**src/rtl/pipe_reg_chain_if.sv**
```systemverilog
// Bundle of control, input and output signals for one pipeline register chain.
// The master drives stall/flush and the incoming word; the slave is the chain.
interface pipe_reg_chain_if #(
   parameter int unsigned WIDTH = 64,
   parameter int unsigned DEPTH = 1
);
   localparam int unsigned OccW = $clog2(DEPTH + 1);

   logic             stall;
   logic             flush;
   logic             in_valid;
   logic [WIDTH-1:0] in_data;
   logic             out_valid;
   logic [WIDTH-1:0] out_data;
   logic [OccW-1:0]  occupancy;

   modport master (
      output stall,
      output flush,
      output in_valid,
      output in_data,
      input  out_valid,
      input  out_data,
      input  occupancy
   );

   modport slave (
      input  stall,
      input  flush,
      input  in_valid,
      input  in_data,
      output out_valid,
      output out_data,
      output occupancy
   );
endinterface

```
**src/rtl/pipe_reg_chain.sv**
```systemverilog
// DEPTH-stage pipeline register chain with per-stage valid bits, global stall,
// flush-to-bubble and a registered count of valid stages.
module pipe_reg_chain #(
   parameter int unsigned      WIDTH  = 64,
   parameter int unsigned      DEPTH  = 1,
   parameter logic [WIDTH-1:0] BUBBLE = '0
) (
   input logic             clk,
   input logic             reset,
   pipe_reg_chain_if.slave bus
);
   localparam int unsigned OccW = $clog2(DEPTH + 1);

   logic [WIDTH-1:0] data_q [DEPTH];
   logic [WIDTH-1:0] data_d [DEPTH];
   logic [DEPTH-1:0] valid_q;
   logic [DEPTH-1:0] valid_d;
   logic [OccW-1:0]  occ_q;
   logic [OccW-1:0]  occ_d;

   // Next state: reset beats flush, flush beats stall, otherwise shift by one.
   always_comb begin
      data_d  = data_q;
      valid_d = valid_q;
      occ_d   = occ_q;
      if (reset) begin
         for (int unsigned k = 0; k < DEPTH; k++) begin
            data_d[k] = '0;
         end
         valid_d = '0;
         occ_d   = '0;
      end else if (bus.flush) begin
         for (int unsigned k = 0; k < DEPTH; k++) begin
            data_d[k] = BUBBLE;
         end
         valid_d = '0;
         occ_d   = '0;
      end else if (!bus.stall) begin
         // Data moves even when invalid; the valid bit alone qualifies it.
         data_d[0]  = bus.in_data;
         valid_d[0] = bus.in_valid;
         for (int unsigned k = 1; k < DEPTH; k++) begin
            data_d[k]  = data_q[k-1];
            valid_d[k] = valid_q[k-1];
         end
         // Enter and leave in the same cycle cancel, so occ tracks popcount(valid).
         occ_d = occ_q + OccW'(bus.in_valid) - OccW'(valid_q[DEPTH-1]);
      end
   end

   // State register for all stages and the occupancy counter.
   always_ff @(posedge clk) begin
      data_q  <= data_d;
      valid_q <= valid_d;
      occ_q   <= occ_d;
   end

   assign bus.out_valid = valid_q[DEPTH-1];
   assign bus.out_data  = data_q[DEPTH-1];
   assign bus.occupancy = occ_q;
endmodule

```
**src/flat_wrapper.sv**
```systemverilog
// flat-port wrapper written by rule: the top's interface ports become plain ports
module pipe_reg_chain_flat 
#(
   parameter int unsigned      WIDTH  = 64,
   parameter int unsigned      DEPTH  = 1,
   parameter logic [WIDTH-1:0] BUBBLE = '0
)
  (clk, reset, bus_stall, bus_flush, bus_in_valid, bus_in_data, bus_out_valid, bus_out_data, bus_occupancy);
  pipe_reg_chain_if #(.WIDTH(WIDTH), .DEPTH(DEPTH)) bus_i ();
  input logic clk;
  input logic reset;
  input wire logic [$bits(bus_i.stall)-1:0] bus_stall;
  input wire logic [$bits(bus_i.flush)-1:0] bus_flush;
  input wire logic [$bits(bus_i.in_valid)-1:0] bus_in_valid;
  input wire logic [$bits(bus_i.in_data)-1:0] bus_in_data;
  output wire logic [$bits(bus_i.out_valid)-1:0] bus_out_valid;
  output wire logic [$bits(bus_i.out_data)-1:0] bus_out_data;
  output wire logic [$bits(bus_i.occupancy)-1:0] bus_occupancy;
  assign bus_i.stall = bus_stall;
  assign bus_i.flush = bus_flush;
  assign bus_i.in_valid = bus_in_valid;
  assign bus_i.in_data = bus_in_data;
  assign bus_out_valid = bus_i.out_valid;
  assign bus_out_data = bus_i.out_data;
  assign bus_occupancy = bus_i.occupancy;
  pipe_reg_chain #(.WIDTH(WIDTH), .DEPTH(DEPTH), .BUBBLE(BUBBLE)) u_core (.clk(clk), .reset(reset), .bus(bus_i));
endmodule
```
**config.mk**
```make
export PLATFORM = sky130hd
export DESIGN_NAME = pipe_reg_chain_flat
export DESIGN_NICKNAME = d
export VERILOG_FILES = /design/src/rtl/pipe_reg_chain_if.sv /design/src/rtl/pipe_reg_chain.sv /design/src/flat_wrapper.sv
export SDC_FILE = /design/constraint.sdc
export NUM_CORES = 1
export LEC_CHECK = 0
export ABC_CLOCK_PERIOD_IN_PS = 1000
export BUFFER_PORTS_ARGS = -buffer_cell sky130_fd_sc_hd__buf_2
export CAP_MARGIN = 5
export CORE_AREA = 10 10 91 93
export CTS_CLUSTER_DIAMETER = 80
export DETAILED_ROUTE_END_ITERATION = 16
export DIE_AREA = 0 0 101 103
export PLACE_DENSITY = 0.72
export SLEW_MARGIN = 20
export SYNTH_ARGS = -nofsm -noshare
export SYNTH_HDL_FRONTEND = slang
export SYNTH_SLANG_ARGS = --single-unit
```
**constraint.sdc**
```tcl
create_clock -name clk -period 1 [get_ports clk]
set_input_delay 0.05 -clock clk [delete_from_list [all_inputs] [get_ports clk]]
set_output_delay 0.05 -clock clk [all_outputs]
set_load 0.02 [all_outputs]
```
==> impl_summary.txt, run 1 <==
----------------------------------------------------
[Final layout]
  Proportion of layout cells with a drive suffix above 1 ... 37.4%
  Number of nets in the finished design ... approximately 500
  ANT cells ... 0
  Layout overhead on the synthesized area ... 64.6%

[Critical path]
  Type of element launching the critical path ... flop
  Arrival time reported for the critical path endpoint ... about 1200 ps
  Depth of the worst register-to-register path ... 3
  CP Data Required Time ... between 1000 and 1500 ps
  Crit Path Class ... flop to flop
  Critical-path maximum fanout ... 3
  CP Capture Type ... flop
  Worst R2R Start ... u_core.bus.out_valid
  R2r setup slk ... 30 ps
  Endpoint of the most critical register-to-register path ... u_core.bus.occupancy

[Pwr]
  Part of the total power dissipated in combinational logic ... about 14%
  Power spent charging and discharging nets ... 1430 uW
  Power density normalized to cell area ... approximately 1600 mW/mm^2
  Sequential Power Share ... between 40% and 50%
  Internal cell power ... between 4000 and 5000 uW
  Switching Share ... about 23%
  P_leak ... about 0.0021 uW
  Power share of the clock group ... a little over two fifths
  Peak supply drop ... 1.12 mV

[Yosys]
  Yosys synthesis warning count ... 0
  Combined area of all synthesized cells ... approximately 0.0024 mm^2
  Avg Inst Size Synth ... between 10 and 15 um^2
  Synthesized instance count ... 216
  Part of the Yosys area used for sequential elements ... around 54%
  Net count of the mapped netlist ... ~290
  Synthesis-stage register bit count ... 66
  Post-synth cell types ... 12

[Timing]
  Final Hold Viols ... 0
  Final Setup Violations ... 0
  Fin Setup TNS ... 0 ps
  Post-layout minimum cycle time ... approximately 970 ps
  Number of pins with negative max-slew slack in the final report ... 0
  Post-route fraction of the period consumed by the critical path ... between 90% and 100%
  Max_slew headroom ... about 85%
  Slew @ Worst Pin ... 228 ps
  Post-route clock skew ... around 0.0057 ps
  Hold slack ... 160 ps
  Setup repair after global routing missed its margin ... yes
  Max frequency ... around 1000 MHz

[Detailed routing]
  Starting DRT DRC Count ... 60
  Detailed-route via count ... 2233
  Total Wirelength ... between 7000 and 8000 um
  Number of detailed-route iterations in the first pass ... 4
  Routed WL per cell ... around 15 um
  Detail-routed via count per cell ... roughly 4.4
  Remaining routing DRC violations ... 0
  Antenna Nets Post-Route ... 0

[Clock network]
  Number of buffers created by CTS ... 9
  CTS tree ... built
  Clock Tree Root ... sky130_fd_sc_hd__clkbuf_8
  Number of buffers on the longest clock path ... 2
  Number of H-tree levels ... 3
  Clock-pin slew on the worst setup and hold paths ... around 70 ps
  Clock latency on the worst-skew pair ... ~320 ps
  Clock sink count ... 66

[Placement]
  Half-perimeter wire length after placement ... 4750 um
  GPL Wtd Cong ... 0.708
  Number of buffers inserted by port buffering ... approximately 130

[Floorplanning]
  Core ar. ... roughly 0.0066 mm^2
  Number of placement rows ... 30
  Starting density of the core ... 37.1%
  Die width ... 101 um
  Overall die height ... between 100 and 150 um
  Die footprint ... 0.0104 mm^2
  Number of primary I/O pins ... 135

[Worst hold path]
  Hold path startpoint ... bus_in_valid
  Type of the worst min-delay path ... input pin to flop
  End point of the most critical hold path ... u_core.bus.occupancy
  Cell depth of the worst hold path ... 4

[Status]
  Status ... completed

[GRT]
  Wire length of the first global-routing pass ... approximately 12000 um
  Global Route Usage Sum ... around 14%
  Number of global-route vias before repair ... 2411
  Maximum number of pins on one net before global-route repair ... 35
  Antenna violations before repair ... 0
  Leftover overflow at the end of global routing ... 0

[Flow run]
  Max-cap viol count ... 0

----------------------------------------------------
-- per-layer routing --
metal | vias to the layer above | share of wire, % | wire [um] | track usage, %
met2 | 81 | 53 | 3910 | 25.1
met1 | 1028 | 36 | 2700 | 14.6
met5 | - | 0 | 0 | 0
li1 | 1115 | - | - | -
met3 | 9 | 9.8 | 730 | 6.57
met4 | 0 | 1.4 | 106 | 6.00
-- worst max path at each step --
stage | slack (ps) | cells past startpoint | from | end
after floorplan | 40 | 3 | u_core.bus.out_valid | u_core.bus.occupancy
after global placement | 60 | 3 | u_core.bus.out_valid | u_core.bus.occupancy
after detailed placement | 30 | 3 | u_core.bus.out_valid | u_core.bus.occupancy
after CTS | 20 | 3 | u_core.bus.out_valid | u_core.bus.occupancy
after global routing | -50 | 3 | u_core.bus.out_valid | u_core.bus.occupancy
final | 30 | 3 | u_core.bus.out_valid | u_core.bus.occupancy
-- Yosys cell counts (all sizes together) --
| cell | number | share of area [%] |
|---|---|---|
| a21oi | 1 | 0.21 |
| xnor2 | 1 | 0.36 |
| mux2i | 65 | 27 |
| or3 | 1 | 0.26 |
| dfxtp | 66 | 54 |
| o21ai | 1 | 0.21 |
| clkbuf | 2 | 0.31 |
| or2 | 1 | 0.26 |
| buf | 13 | 7.5 |
| nor2 | 65 | 10 |
-- power groups by stage --
stage / sequential, uW / combinational [uW] / clock, uW
after floorplan: 2920 / 342 / 0
after global placement: 2810 / 678 / 0
after detailed placement: 2820 / 688 / 0
after CTS: 2760 / 887 / 2740
after global routing: 2770 / 970 / 2860
final: 2760 / 890 / 2640
-- flip-flops by register name, summed over array words and instances, names as in the netlist --
signal                count
u_core.bus.occupancy      1
u_core.bus.out_valid      1
u_core.bus.out_data      64
-- per-stage QoR --
stage | cells | area, um^2 | setup WS (ps) | util (%) | total power, uW
after CTS | 503 | 4010 | 19.0 | 61.0 | 6380
after floorplan | 216 | 2440 | 41.4 | - | 3270
after detailed placement | 422 | 3120 | 25.6 | 47.6 | 3500
final | 503 | 4010 | 27.6 | 61.1 | 6290
after global routing | 503 | 4010 | -52.9 | 61.1 | 6600
after global placement | 422 | 3120 | 61.5 | 47.6 | 3490
-- critical path, stage by stage (launching register included) --
cell and delay (ps):
sky130_fd_sc_hd__dfxtp_2 330, sky130_fd_sc_hd__xnor2_1 120, sky130_fd_sc_hd__or3_1 320, sky130_fd_sc_hd__a21oi_2 130
-- placed cells by master (no fill, tap or decap), drive strengths merged --
master and count:
a21oi 1, buf 141, bufinv 3, clkbuf 11, clkinv 1, clkinvlp 1
dfxtp 66, dlygate4sd3 65, mux2i 65, nor2 65, o21ai 1, or2 1
or3 1, xnor2 1
-- kinds of logic (layout without fill, tap and decap cells) --
kind of cell	count (synthesis)	count (layout)	share of synthesized area, %
AO/OA/AOI/OAI	2	2	0.410
XOR/XNOR	1	1	0.359
buffers and inverters	15	222	7.80
flip-flops	66	66	54.2
multiplexers	65	65	26.7
AND/OR/NAND/NOR	67	67	10.5
-- cell type report --
type	instances	area, um^2
Fill cell	562	2560
Timing Repair Buffer	206	1430
Tap cell	80	100
Clock inverter	5	103
Multi-Input combinational cell	135	930
Clock buffer	11	131
Sequential cell	66	1320
-- what timing repair did --
item	4_1_cts	5_1_grt
setup buffers	0	0
gates resized for setup	0	1
setup endpoints to repair	0	1
endpoints found under the hold margin	65	0
hold buffers	65	0
Note: power is estimated with default switching activity, not from simulation.
==> run 2, diff against run 1 <==
Settings changed: BUFFER_PORTS_ARGS -buffer_cell sky130_fd_sc_hd__buf_2 to unset, CORE_AREA 10 10 91 93 to 10 10 78 80, DIE_AREA 0 0 101 103 to 0 0 88 90, DONT_BUFFER_PORTS set to 1, PLACE_DENSITY 0.72 to 0.71.
==> impl_summary.txt, run 2 (synthesized netlist as in run 1, its figures left out) <==
----------------------------------------------------
[Final layout]
  Number of flip-flops under the largest register name ... 64
  Number of inserted filler cells in the final layout ... around 290
  Most common cell after layout, fill and taps aside ... sky130_fd_sc_hd__buf_4
  Number of nets in the finished design ... a little over 400
  Layout overhead on the synthesized area ... 50.6%
  Non-filler cells in the finished layout ... 404
  Commonest cells after routing, fill and taps aside ... sky130_fd_sc_hd__buf_4 (67), sky130_fd_sc_hd__mux2i_1 (65), sky130_fd_sc_hd__nor2_1 (65), sky130_fd_sc_hd__dlygate4sd3_1 (65), sky130_fd_sc_hd__dfxtp_1 (65)
  Proportion of layout cells with a drive suffix above 1 ... a little under a quarter

[Floorplanning]
  Starting density of the core ... 53.0%
  Number of placement rows ... 25
  Die width ... around 88 um
  Core ar. ... between 0.004 and 0.005 mm^2
  Die footprint ... just under 0.008 mm^2
  Number of primary I/O pins ... 135
  Overall die height ... approximately 90 um

[Clock network]
  Clock-pin slew on the worst setup and hold paths ... 60 ps
  Number of buffers created by CTS ... 9
  Buffer count from post-CTS setup fixing ... 0
  Count of hold-fix buffers inserted at cts ... 65
  Clock latency on the worst-skew pair ... between 300 and 400 ps
  Number of H-tree levels ... 3
  Clock sink count ... 66
  CTS tree ... built
  Number of buffers on the longest clock path ... 2
  Clock Tree Root ... sky130_fd_sc_hd__clkbuf_8

[Critical path]
  CP top delay family ... flip-flops
  Number of buffers and inverters on the critical path ... 0
  Type of element launching the critical path ... flop
  Arrival time reported for the critical path endpoint ... approximately 1200 ps
  Crit path largest cell delay ... roughly 320 ps
  CP Capture Type ... flop
  Series of cell instances along the critical path ... xnor2_1 -> or3_1 -> a21oi_1
  Critical-path maximum fanout ... 2
  Worst setup startpoint ... u_core.bus.out_valid
  CP Data Required Time ... ~1300 ps
  Slowest stage cell, crit path ... sky130_fd_sc_hd__dfxtp_2
  Worst R2R Start ... u_core.bus.out_valid
  Crit Path Class ... flop to flop

[Placement]
  Number of buffers inserted by port buffering ... 0
  Half-perimeter wire length after placement ... about 4400 um
  Number of placed instances with taps included ... ~320
  Post-placement setup slack ... 60.2 ps
  GPL Wtd Cong ... 0.661

[Timing]
  Post-layout minimum cycle time ... roughly 940 ps
  Post-route clock skew ... 0.148 ps
  Setup repair after global routing missed its margin ... no
  Slew @ Worst Pin ... between 300 and 400 ps
  Worst Slack Setup Final ... around 63 ps
  Fin Setup TNS ... 0 ps
  Max frequency ... ~1100 MHz
  Max_slew headroom ... 74.2%
  Number of pins with negative max-slew slack in the final report ... 0
  Final Hold Viols ... 60
  Final Setup Violations ... 0
  Post-route fraction of the period consumed by the critical path ... a little over nine tenths
  Hold slack ... -107 ps

[Status]
  Violations in the final reports ... hold timing
  Status ... finished with violations

[GRT]
  Antenna violations before repair ... 1
  Global Route Usage Sum ... a little under a fifth
  Number of global-route vias before repair ... 2194
  Maximum number of pins on one net before global-route repair ... just under 70
  Leftover overflow at the end of global routing ... 0
  Wire length of the first global-routing pass ... 11600 um

[Detailed routing]
  Antenna Nets Post-Route ... 0
  Detailed-route via count ... between 2000 and 2500
  Number of detailed-route iterations in the first pass ... 4
  Starting DRT DRC Count ... 80
  Total Wirelength ... between 7000 and 8000 um
  Remaining routing DRC violations ... 0
  Detail-routed via count per cell ... about 5
  Routed WL per cell ... between 15 and 20 um

[Pwr]
  Power density normalized to cell area ... between 1500 and 2000 mW/mm^2
  Peak supply drop ... 1.47 mV
  P_leak ... between 0.0015 and 0.002 uW

[Worst hold path]
  Type of the worst min-delay path ... input pin to flop
  Hold path startpoint ... bus_stall

[Flow run]
  Max-cap viol count ... 0

----------------------------------------------------
## run 2: cell count changes in the layout (fill, tap and decap cells not counted), moves of 2 or more
| cell | before | now |
|---|---|---|
| sky130_fd_sc_hd__buf_2 | 133 | 0 |
| sky130_fd_sc_hd__buf_4 | 4 | 67 |
| sky130_fd_sc_hd__buf_12 | 4 | 0 |
| sky130_fd_sc_hd__bufinv_16 | 3 | 1 |
| sky130_fd_sc_hd__clkbuf_8 | 9 | 11 |
## run 2: worst register-to-register path: stages, from the launching register on
cell and delay [ps]:
sky130_fd_sc_hd__dfxtp_2 320, sky130_fd_sc_hd__xnor2_1 130, sky130_fd_sc_hd__or3_1 310, sky130_fd_sc_hd__a21oi_1 120
## run 2: worst paths after layout
path	end	slack, ps	cells after the start
worst max-delay path	u_core.bus.occupancy	60	3
worst min-delay path	u_core.bus.out_data[6]	-110	2
worst max register to register	u_core.bus.occupancy	60	3
worst min register to register	u_core.bus.occupancy	500	2
## run 2: report_power, final
group / total (uW) / switching (uW) / leakage (uW) / internal (uW)
registers: 2770 / 51.7 / 0.000538 / 2720
logic: 719 / 309 / 0.00110 / 410
clock network: 2210 / 926 / 0.000101 / 1290
## run 2: cell type report
cell class	instances	area [um^2]	area share, %
Antenna cell	1	2.50	0.0682
Clock buffer	14	163	4.43
Clock inverter	2	35.0	0.955
Multi-Input combinational cell	135	926	25.2
Sequential cell	66	1320	36.0
Tap cell	54	67.6	1.84
Timing Repair Buffer	132	1150	31.4
## run 2: repair_timing
item                                    in CTS  in global routing
endpoints found under the hold margin       66                 66
resized for setup                            0                  0
endpoints found under the setup margin       0                  1
## run 2: per-layer routing
layer	routed length [um]	part of all wire (%)	global-route usage, %
met1	2710	37	19.2
met2	3700	50	30.7
met3	872	12	10.6
met4	83	1.1	5.19
met5	0	0	0
## run 2: stage by stage
stage	hold WS, ps	util, %	power [uW]	cell area [um^2]
final	-107	79.8	5700	3670
after global routing	-120	79.8	5950	3670
after CTS	-127	79.8	5730	3670
after detailed placement	203	61.3	3320	2820
after global placement	195	61.3	3310	2820
after floorplan	194	-	3270	2440
==> run 3, diff against run 2 <==
Settings changed: ABC_AREA set to 1, GPL_ROUTABILITY_DRIVEN set to 0, PLACE_DENSITY 0.71 to 0.72.
==> impl_summary.txt, run 3 <==
----------------------------------------------------
[Timing]
  Worst Slack Setup Final ... 89.4 ps
  Post-layout minimum cycle time ... about 910 ps
  Max_slew headroom ... 80.6%
  Slew @ Worst Pin ... 291 ps
  Number of pins with negative max-slew slack in the final report ... 0
  Final Setup Violations ... 0
  Hold slack ... -164 ps
  Post-route fraction of the period consumed by the critical path ... ~90%
  Post-route clock skew ... roughly 0.96 ps
  Max frequency ... roughly 1100 MHz
  Setup repair after global routing missed its margin ... no
  Fin Setup TNS ... 0 ps
  Final Hold Viols ... between 60 and 70

[Detailed routing]
  Total Wirelength ... approximately 8100 um
  Routed WL per cell ... 16.8 um
  Number of detailed-route iterations in the first pass ... 4
  Remaining routing DRC violations ... 0
  Starting DRT DRC Count ... 160
  Detailed-route via count ... about 2400
  Detail-routed via count per cell ... a little over 5
  Antenna Nets Post-Route ... 0

[Clock network]
  Clock Tree Root ... sky130_fd_sc_hd__clkbuf_8
  Clock sink count ... 66
  Clock-pin slew on the worst setup and hold paths ... around 70 ps
  Number of H-tree levels ... 3
  Count of hold-fix buffers inserted at cts ... 65
  CTS tree ... built
  Quantity of gates resized following cts ... 0
  Buffer count from post-CTS setup fixing ... 0
  Number of buffers on the longest clock path ... 2
  Clock latency on the worst-skew pair ... 320 ps
  Number of buffers created by CTS ... 9

[Worst hold path]
  Type of the worst min-delay path ... input pin to flop

[Placement]
  Post-placement setup slack ... around 210 ps
  Number of buffers inserted by port buffering ... 0
  Half-perimeter wire length after placement ... around 4700 um
  Number of placed instances with taps included ... slightly below 400

[Floorplanning]
  Die width ... approximately 90 um
  Overall die height ... roughly 90 um
  Starting density of the core ... between 50 and 60%
  Number of primary I/O pins ... approximately 140
  Die footprint ... 0.00792 mm^2
  Number of placement rows ... 25
  Core ar. ... 0.00460 mm^2

[Critical path]
  Crit path largest cell delay ... approximately 370 ps
  Type of element launching the critical path ... flop
  CP top delay family ... flip-flops
  Slowest stage cell, crit path ... sky130_fd_sc_hd__dfxtp_1
  Crit Path Class ... flop to primary output
  Critical-path maximum fanout ... 2
  Arrival time reported for the critical path endpoint ... approximately 860 ps
  Series of cell instances along the critical path ... buf_4
  CP Capture Type ... primary output
  CP Data Required Time ... between 900 and 1000 ps
  Number of buffers and inverters on the critical path ... 1

[GRT]
  Global Route Usage Sum ... roughly a fifth
  Antenna violations before repair ... 2
  Maximum number of pins on one net before global-route repair ... 68
  Number of global-route vias before repair ... roughly 2500
  Leftover overflow at the end of global routing ... 0
  Wire length of the first global-routing pass ... roughly 13000 um

[Yosys]
  Number of enable-type register cells in the synthesized netlist ... 0
  Most numerous cell types in the synthesized netlist ... sky130_fd_sc_hd__nor2_1 (92), sky130_fd_sc_hd__dfxtp_1 (66), sky130_fd_sc_hd__o21ai_0 (53), sky130_fd_sc_hd__nor2_2 (41), sky130_fd_sc_hd__o21ai_1 (12)
  Yosys synthesis warning count ... 0
  Avg Inst Size Synth ... 8.33 um^2
  Combined area of all synthesized cells ... ~0.0024 mm^2
  Cell types with the largest area share after synthesis ... sky130_fd_sc_hd__dfxtp_1 (54%), sky130_fd_sc_hd__nor2_1 (14%), sky130_fd_sc_hd__o21ai_0 (11%)
  Fraction of synthesized cell area taken by the top area cell type ... between 50 and 60%
  Part of the Yosys area used for sequential elements ... between 50% and 60%
  Synthesized instance count ... roughly 290
  Dominant cell by count in the synthesized netlist ... sky130_fd_sc_hd__nor2_1
  Post-synth cell types ... 15
  Top flip-flop cell by instance count after synthesis ... sky130_fd_sc_hd__dfxtp_1
  Synthesis-stage register bit count ... 66
  Top cell type by total area after synthesis ... sky130_fd_sc_hd__dfxtp_1
  Net count of the mapped netlist ... ~360
  Async SR Flop Fraction ... 0%

[Final layout]
  Number of nets in the finished design ... ~500
  Commonest cells after routing, fill and taps aside ... sky130_fd_sc_hd__nor2_1 (92), sky130_fd_sc_hd__buf_4 (67), sky130_fd_sc_hd__dfxtp_1 (66)
  Number of flip-flops under the largest register name ... 64
  Proportion of layout cells with a drive suffix above 1 ... 30.2%
  Non-filler cells in the finished layout ... 480
  Most common cell after layout, fill and taps aside ... sky130_fd_sc_hd__nor2_1
  Layout overhead on the synthesized area ... 56.5%

[Pwr]
  P_leak ... 0.00170 uW
  Overall power after layout ... 6450 uW
  Peak supply drop ... between 1 and 1.5 mV
  Power density normalized to cell area ... roughly 1700 mW/mm^2

[Status]
  Violations in the final reports ... hold timing
  Status ... finished with violations

[Flow run]
  Max-cap viol count ... 0

----------------------------------------------------
## run 3: cell types whose count changed after synthesis, moves of 3 or more
cell                       before  now
sky130_fd_sc_hd__buf_6          6    1
sky130_fd_sc_hd__buf_2          0    8
sky130_fd_sc_hd__o21ai_1        0   12
sky130_fd_sc_hd__buf_8          0    5
sky130_fd_sc_hd__nor2_1        65   92
sky130_fd_sc_hd__nor2_2         0   41
sky130_fd_sc_hd__o21ai_0        1   53
sky130_fd_sc_hd__clkbuf_1       2    5
sky130_fd_sc_hd__buf_12         5    0
sky130_fd_sc_hd__nand2_1        0    4
sky130_fd_sc_hd__mux2i_1       65    0
## run 3: layout make-up
type | count | area, um^2
flip-flops and latches | 66 | 1320
repair buffers | 135 | 1210
multi-input cells | 204 | 958
fillers | 257 | 767
clock buffers | 11 | 151
clock inverters | 5 | 100
well taps | 54 | 67.6
inverters | 3 | 13.8
diodes | 2 | 5.00
## run 3: kinds of logic (layout without fill, tap and decap cells)
logic type / Yosys count / after routing / share of synthesized area [%]
AO/OA/AOI/OAI: 66 / 66 / 13.5
flip-flops: 66 / 66 / 54.0
other: 0 / 2 / 0
AND/OR/NAND/NOR: 138 / 138 / 25.4
buffers and inverters: 24 / 154 / 7.10
## run 3: final timing paths
kind	startpoint	endpoint	slack, ps	cells after the start
min reg2reg	u_core.bus.out_data[59]	u_core.bus.out_data[59]	490	2
max	u_core.bus.out_data[22]	bus_out_data[22]	90	1
min	bus_stall	u_core.bus.out_valid	-160	1
max reg2reg	u_core.bus.out_valid	u_core.bus.occupancy	210	5
## run 3: report_power, final
| part | switching, uW | internal [uW] |
|---|---|---|
| Clock | 967 | 1780 |
| Sequential | 75.1 | 2740 |
| Combinational | 447 | 434 |
| Total | 1490 | 4960 |
## run 3: per-stage QoR
stage	hold WS (ps)	utilization (%)	instance area, um^2
finish	-164	83.3	3830
global route	-196	83.3	3830
CTS	-196	83.2	3830
detailed placement	157	63.6	2920
global placement	155	63.6	2920
floorplan	179	-	2450
## run 3: routing by layer
layer	vias to the layer above	wire length, um	track usage, %
met3	12	745	7.49
met1	1142	2960	20.4
met2	102	4250	34.4
li1	1188	-	-
met4	0	124	8.38
met5	-	0	0
